[src/rtl/sprite_anim_ctrl.sv]
// Animation controller for a sprite. It runs a free-running step timer and a STAND/RUN/JUMP FSM
// that track which way the character faces and which sprite frame to show.
// Latency: keys sampled at edge N show up in char_state after edge N. frame_tick is decoded from the tick counter.
// Backpressure: none. Inputs are level-sampled every cycle and the outputs update every cycle.
module sprite_anim_ctrl #(
   parameter int TICK_DIV   = 6000000,
   parameter int JUMP_TICKS = 8
) (
   input  logic       clk,
   input  logic       rst_n,
   input  logic       key_left,
   input  logic       key_right,
   input  logic       key_jump,
   input  logic       on_ground,
   output logic [2:0] char_state,
   output logic [1:0] frame_idx,
   output logic       frame_tick,
   output logic       jump_active
);

   localparam int TW = (TICK_DIV > 1) ? $clog2(TICK_DIV) : 1;
   localparam int JW = (JUMP_TICKS > 1) ? $clog2(JUMP_TICKS + 1) : 1;
   localparam logic [TW-1:0] TICK_MAX = TW'(TICK_DIV - 1);
   localparam logic [JW-1:0] JCNT_MAX = JW'(JUMP_TICKS);

   // State encoding doubles as the mode field of char_state
   typedef enum logic [1:0] {
      ST_STAND = 2'b00,
      ST_RUN   = 2'b01,
      ST_JUMP  = 2'b10
   } state_t;

   logic [TW-1:0] r_tick_cnt;
   logic [3:0]    r_step;
   logic [JW-1:0] r_jump_cnt;
   logic          r_jump_prev;
   state_t        r_state;
   logic          r_facing;
   logic [1:0]    r_frame_idx;
   logic          r_jump_active;

   logic          w_move;
   logic          w_jump_go;
   logic          w_mode_chg;
   logic [3:0]    w_step_nxt;
   state_t        w_next_state;

   assign w_move     = key_left ^ key_right;
   // Rising edge of the jump key, honoured only when standing on something
   assign w_jump_go  = key_jump & ~r_jump_prev & on_ground;
   assign w_mode_chg = (w_next_state != r_state);
   assign w_step_nxt = r_step + 4'd1;
   assign frame_tick = (r_tick_cnt == TICK_MAX);

   assign char_state  = {r_state, r_facing};
   assign frame_idx   = r_frame_idx;
   assign jump_active = r_jump_active;

   // Free-running animation tick divider; mode changes never disturb it
   always_ff @(posedge clk or negedge rst_n) begin
      if (!rst_n) begin
         r_tick_cnt <= '0;
      end else if (frame_tick) begin
         r_tick_cnt <= '0;
      end else begin
         r_tick_cnt <= r_tick_cnt + TW'(1);
      end
   end

   // Next-mode decision: a qualified jump beats run/stand, and JUMP waits for min ticks plus ground
   always_comb begin
      w_next_state = r_state;
      case (r_state)
         ST_STAND: begin
            if (w_jump_go)   w_next_state = ST_JUMP;
            else if (w_move) w_next_state = ST_RUN;
         end
         ST_RUN: begin
            if (w_jump_go)    w_next_state = ST_JUMP;
            else if (!w_move) w_next_state = ST_STAND;
         end
         ST_JUMP: begin
            if ((r_jump_cnt == JCNT_MAX) && on_ground)
               w_next_state = w_move ? ST_RUN : ST_STAND;
         end
         default: w_next_state = ST_STAND;
      endcase
   end

   // FSM state plus registered outputs: step, frame select, jump counter, facing
   always_ff @(posedge clk or negedge rst_n) begin
      if (!rst_n) begin
         r_state       <= ST_STAND;
         r_facing      <= 1'b1;
         r_step        <= 4'd0;
         r_frame_idx   <= 2'd0;
         r_jump_cnt    <= '0;
         r_jump_prev   <= 1'b0;
         r_jump_active <= 1'b0;
      end else begin
         r_state       <= w_next_state;
         r_jump_prev   <= key_jump;
         r_jump_active <= (w_next_state == ST_JUMP);
         if (w_move) begin
            r_facing <= key_right;
         end
         if (w_mode_chg) begin
            // A mode change restarts the animation and wins over a coincident tick
            r_step      <= 4'd0;
            r_frame_idx <= 2'd0;
            r_jump_cnt  <= '0;
         end else if (frame_tick) begin
            r_step      <= w_step_nxt;
            r_frame_idx <= (r_state == ST_JUMP) ? 2'd0 : w_step_nxt[3:2];
            if ((r_state == ST_JUMP) && (r_jump_cnt != JCNT_MAX)) begin
               r_jump_cnt <= r_jump_cnt + JW'(1);
            end
         end
      end
   end

endmodule

[config.mk]
export PLATFORM = sky130hd
export DESIGN_NAME = sprite_anim_ctrl
export DESIGN_NICKNAME = d
export VERILOG_FILES = /design/src/rtl/sprite_anim_ctrl.sv
export SDC_FILE = /design/constraint.sdc
export NUM_CORES = 1
export LEC_CHECK = 0
export CORE_AREA = 3 3 51 88
export DETAILED_ROUTE_END_ITERATION = 10
export DIE_AREA = 0 0 54 91
export HOLD_SLACK_MARGIN = 0.02
export PLACE_DENSITY = 0.79
export SLEW_MARGIN = 5
export SYNTH_ARGS = -nofsm -noshare
export SYNTH_HDL_FRONTEND = slang
export SYNTH_SLANG_ARGS = --single-unit
export TNS_END_PERCENT = 50
[constraint.sdc]
create_clock -name clk -period 2.9 [get_ports clk]
set_clock_uncertainty 0.1 [all_clocks]
set_input_delay 0.725 -clock clk [delete_from_list [all_inputs] [get_ports clk]]
set_output_delay 0.725 -clock clk [all_outputs]
set_load 0.01 [all_outputs]
; Word level (Yosys, flattened, before mapping)
; Cells that the tools add are included.
[classes]
reduce_logical = 6
muxes = 16
n_eq_ne = 7
bitwise = 4
add_sub_neg = 3
[op_table]
columns = cell, n
row1 = $add 23x1->23 const B, 1
row2 = $eq 23x23->1 const B, 1
row3 = $mux 23, 1
row4 = $mux 4, 5
row5 = $mux 2, 8
row6 = $add 4x1->4 const B, 2
row7 = $pmux 2 s3, 1
row8 = $eq 2x2->1 const B, 2
row9 = $eq 4x4->1 const B, 1
row10 = $ne 4x4->1 const B, 1
row11 = $reduce_bool 2->1, 2
row12 = $and 1x1->1, 2
row13 = $eq 2x1->1 const B, 1
row14 = $logic_and 1x1->1, 2
row15 = $logic_not 2->1, 1
row16 = $ne 2x2->1, 1
row17 = $reduce_and 2->1, 1
row18 = $mux 1, 1
row19 = $not 1->1, 1
row20 = $xor 1x1->1, 1
[totals]
inputBits = 6
reg_bits = 38

; Logic depth before layout (Yosys ltp)
[logic_depth]
word_depth = 8
mapped_depth = 6

; Least setup slack after synthesis
; OpenSTA, ideal clock, no wires.
[synth_timing]
path_type = flip-flop to output port
from = reg r_tick_cnt[0]
to = out frame_tick
arrival_ns = 1.171
path_stages_with_launch = 5
path_buffers = 0
slack_ns = 0.904
path_cell_list = dfrtp_1 > ha_1 > and2_1 > nand4_1 > nor2_1
[synth_via]
elab_chain_len = 1
[synth_rtl]
columns = item, line
row1 = from (decl), 33  ; logic [TW-1:0] r_tick_cnt;
row2 = from (signal assigned), 66  ; r_tick_cnt <= r_tick_cnt + TW'(1);
row3 = $eq 23x23->1, 53  ; assign frame_tick = (r_tick_cnt == TICK_MAX);
row4 = to (decl), 17  ; output logic frame_tick,
; Every way passes these cells.

; Final worst setup path
; Same ends and word-level chain as after synthesis.

==> impl_metrics.csv <==
group,metric,value,unit
finish,layout_common_cells,"dfrtp_1, nand3_1, nor2_1, nand4_1, clkdlybuf4s50_1",
floorplanning,die_h,91,µm
logic_synthesis,async_flop_share,100,%
clocking,root_buffer,"clkbuf_8",
sta,slew_viol_final,0,
sta,finalHoldViolations,0,
finish,final_common_cell,"dfrtp_1",
logic_synthesis,yosysSeqAreaShare,45.9,%
clocking,clk_latency,0.29,ns
logic_synthesis,synth_top_area_share,44.6,%
clocking,clk_pin_slew,0.07,ns
routing,antenna_left,0,
logic_synthesis,synth_flop_cell,"dfrtp_1",
logic_synthesis,synth_mux_area_share,3.86,%
placement,gp_congestion,0.898,
clocking,clk_path_buf_depth,2,
clocking,hold_buffers,0,
setup_path,path_class,"register to primary output",
setup_path,cp.arrival,1.95,ns
global_routing,antenna_found_initial,0,
logic_synthesis,ys_types,43,
setup_path,crit_family,"buffers and inverters",
setup_path,worst_setup_path_end_kind,"primary output",
global_routing,overflow,0,
sta,min_period,2.78,ns
logic_synthesis,ys_warn_count,0,
power_and_ir_drop,switching_share,24.4,%
routing,detail_route.first_pass.iterations,4,
hold_path,holdCritStartpoint,"r_tick_cnt[17]$_DFF_PN0_",
setup_path,slowest_stage,"clkdlybuf4s50_1",
logic_synthesis,synth_compound_area_share,8.20,%
setup_path,crit_start,"r_tick_cnt[0]$_DFF_PN0_",
finish,area_growth,12.2,%
routing,routed_via_density,6.13,
logic_synthesis,synth_edf_count,0,
sta,fin_ws,0.121,ns
setup_path,r2r_start,"r_tick_cnt[0]$_DFF_PN0_",
setup_path,worstPathCellList,"ha_1 > and2_1 > nand4_1 > nor2_1 > clkdlybuf4s50_1",
power_and_ir_drop,p_per_area,435,mW/mm²
finish,layout-drive-gt1-share,9.68,%
clocking,h-tree-depth,2,
logic_synthesis,synth_top_family_by_area,"simple AND/OR/NAND/NOR gates",
floorplanning,die_w,54,µm
floorplanning,die_area,0.00491,mm²
floorplanning,pin_count,13,
global_routing,grt_pass1_vias,1654,
sta,fin_tns_setup,0,ns
sta,fmax,0.360,GHz
logic_synthesis,synth.area.top_cells,"dfrtp_1, mux2i_1, nand3_1",
global_routing,grt.total_usage,20.4,%
routing,drt_iter0_markers,33,
setup_path,critPathBufInv,1,
power_and_ir_drop,p_comb_share,11.7,%
logic_synthesis,synth-simple-area-share,28.3,%
placement,io_buffers,12,
sta,relSlewSlack,44.5,%
logic_synthesis,synth_cells,199,
sta,finalCritPeriodShare,95.8,%
logic_synthesis,synth_area,0.00208,mm²
logic_synthesis,synthXorXnorAreaFrac,8.74,%
routing,drc,0,
power_and_ir_drop,switching_power,248,µW
routing,wl_per_cell,16.1,µm
setup_path,critPathLaunchType,"register",
placement,dpl_worst_slack,0.308,ns
run,drv_cap,0,
clocking,cts_tree,"done",
sta,rsz0062_at_grt,"no",
hold_path,hold_path.class,"register to register",
logic_synthesis,ys_ff_latch,38,
power_and_ir_drop,peakVddDrop,0.367,mV
logic_synthesis,synth_area_leader_cell,"dfrtp_1",
logic_synthesis,synthAdderAreaFrac,2.89,%
setup_path,cp.required,2.08,ns
setup_path,max_stage_delay,0.55,ns
logic_synthesis,synth_nets,209,
floorplanning,core_area,0.00387,mm²
setup_path,rr_endpoint,"r_tick_cnt[8]$_DFF_PN0_",
clocking,clock_sinks,38,
logic_synthesis,syn_avg_cell_area,10.4,µm²
setup_path,cp.depth,5,
routing,drt_wl_total,4.26,mm
global_routing,grt_max_degree,39,
power_and_ir_drop,p_clk_share,33.8,%
power_and_ir_drop,p_int,766,µW
finish,diodes,0,
sta,setup_viol,0,
placement,hpwl,3.11,mm
setup_path,ff2ff_path_depth,5,
power_and_ir_drop,p_seq_share,54.5,%
floorplanning,initial_core_util,53.7,%
finish,utilization,60.3,%
floorplanning,rows,30,
setup_path,endpoint,"frame_tick",
sta,max_slew.worst_pin.slew,0.833,ns
setup_path,critPathMaxFanout,6,
routing,dr_total_vias,1624,
setup_path,rrSetupSlack,0.81,ns
clocking,cts_buffers,5,
finish,nets,226,
power_and_ir_drop,p_leak,0.00100,µW
run_status,outcome,"finished, final reports clean",
global_routing,grt_pass1_wl,7.48,mm
## per-stage QoR
stage	cells	hold slack (ns)	area [µm²]	power (µW)
detailed placement	256	0.374	2230	683
finish	265	0.382	2330	1010
global placement	256	0.358	2230	679
floorplan	199	0.329	2080	630
global route	265	0.409	2330	1060
CTS	265	0.385	2320	1030
## worst min path at each step
stage / to / slack, ns / cells after the start
final: r_tick_cnt[17]$_DFF_PN0_ / 0.38 / 1
after global routing: r_tick_cnt[0]$_DFF_PN0_ / 0.41 / 1
after CTS: r_tick_cnt[17]$_DFF_PN0_ / 0.38 / 1
after detailed placement: r_tick_cnt[0]$_DFF_PN0_ / 0.37 / 1
after global placement: r_tick_cnt[0]$_DFF_PN0_ / 0.36 / 1
after floorplan: frame_idx[0]$_DFFE_PN0P_ / 0.33 / 0
## layout make-up
class	instances	area, µm²
Multi-Input combinational cell	153	1090
Sequential cell	38	952
Timing Repair Buffer	14	130
Inverter	4	15.0
Tap cell	48	60.1
Fill cell	329	1540
Clock buffer	8	80.1
## Yosys cell counts, drive strengths merged (3+ instances only)
cell type / number
nor2: 12
mux2i: 8
a21oi: 9
o21ai: 9
inv: 4
and4: 9
nand2b: 3
and2: 5
or3: 3
dfrtp: 37
and3: 8
buf: 4
xnor2: 9
nand2: 9
xor2: 9
nor3: 3
ha: 4
nand3: 17
nor2b: 3
nand4: 13
## power groups by stage
stage / sequential [µW] / combinational, µW / clock (µW)
4_1_cts: 552 / 120 / 353
2_1_floorplan: 566 / 64.4 / 0
3_3_place_gp: 562 / 118 / 0
6_report: 552 / 119 / 342
5_1_grt: 553 / 133 / 371
3_5_place_dp: 563 / 120 / 0
## cells by family after synthesis
family | Yosys count
buffers and inverters | 8
XOR/XNOR | 19
multiplexers | 8
AND/OR/NAND/NOR | 94
adder cells (fa/ha/maj) | 5
flip-flops | 38
AO/OA/AOI/OAI | 27
## per-layer routing
metal  vias to the layer above  share of wire [%]  global-route usage (%)
li1                        772                  -                       -
met1                       793                 38                    23.1
met2                        45                 54                    34.3
met3                        14                3.9                    3.45
met4                         0                4.2                    11.2
met5                         -                  0                       0
## flip-flops by register name, summed over array words and instances (netlist names)
register,cells
r_step,4
r_jump_prev,1
r_facing,1
r_jump_cnt,4
r_state,2
frame_idx,2
r_tick_cnt,23
jump_active,1
## what timing repair did
item	CTS	global route
pin swaps	1	0
endpoints found under the hold margin	0	0
gates resized for setup	0	2
setup buffers	1	0
endpoints found under the setup margin	1	1
(Power assumes the default switching activity.)
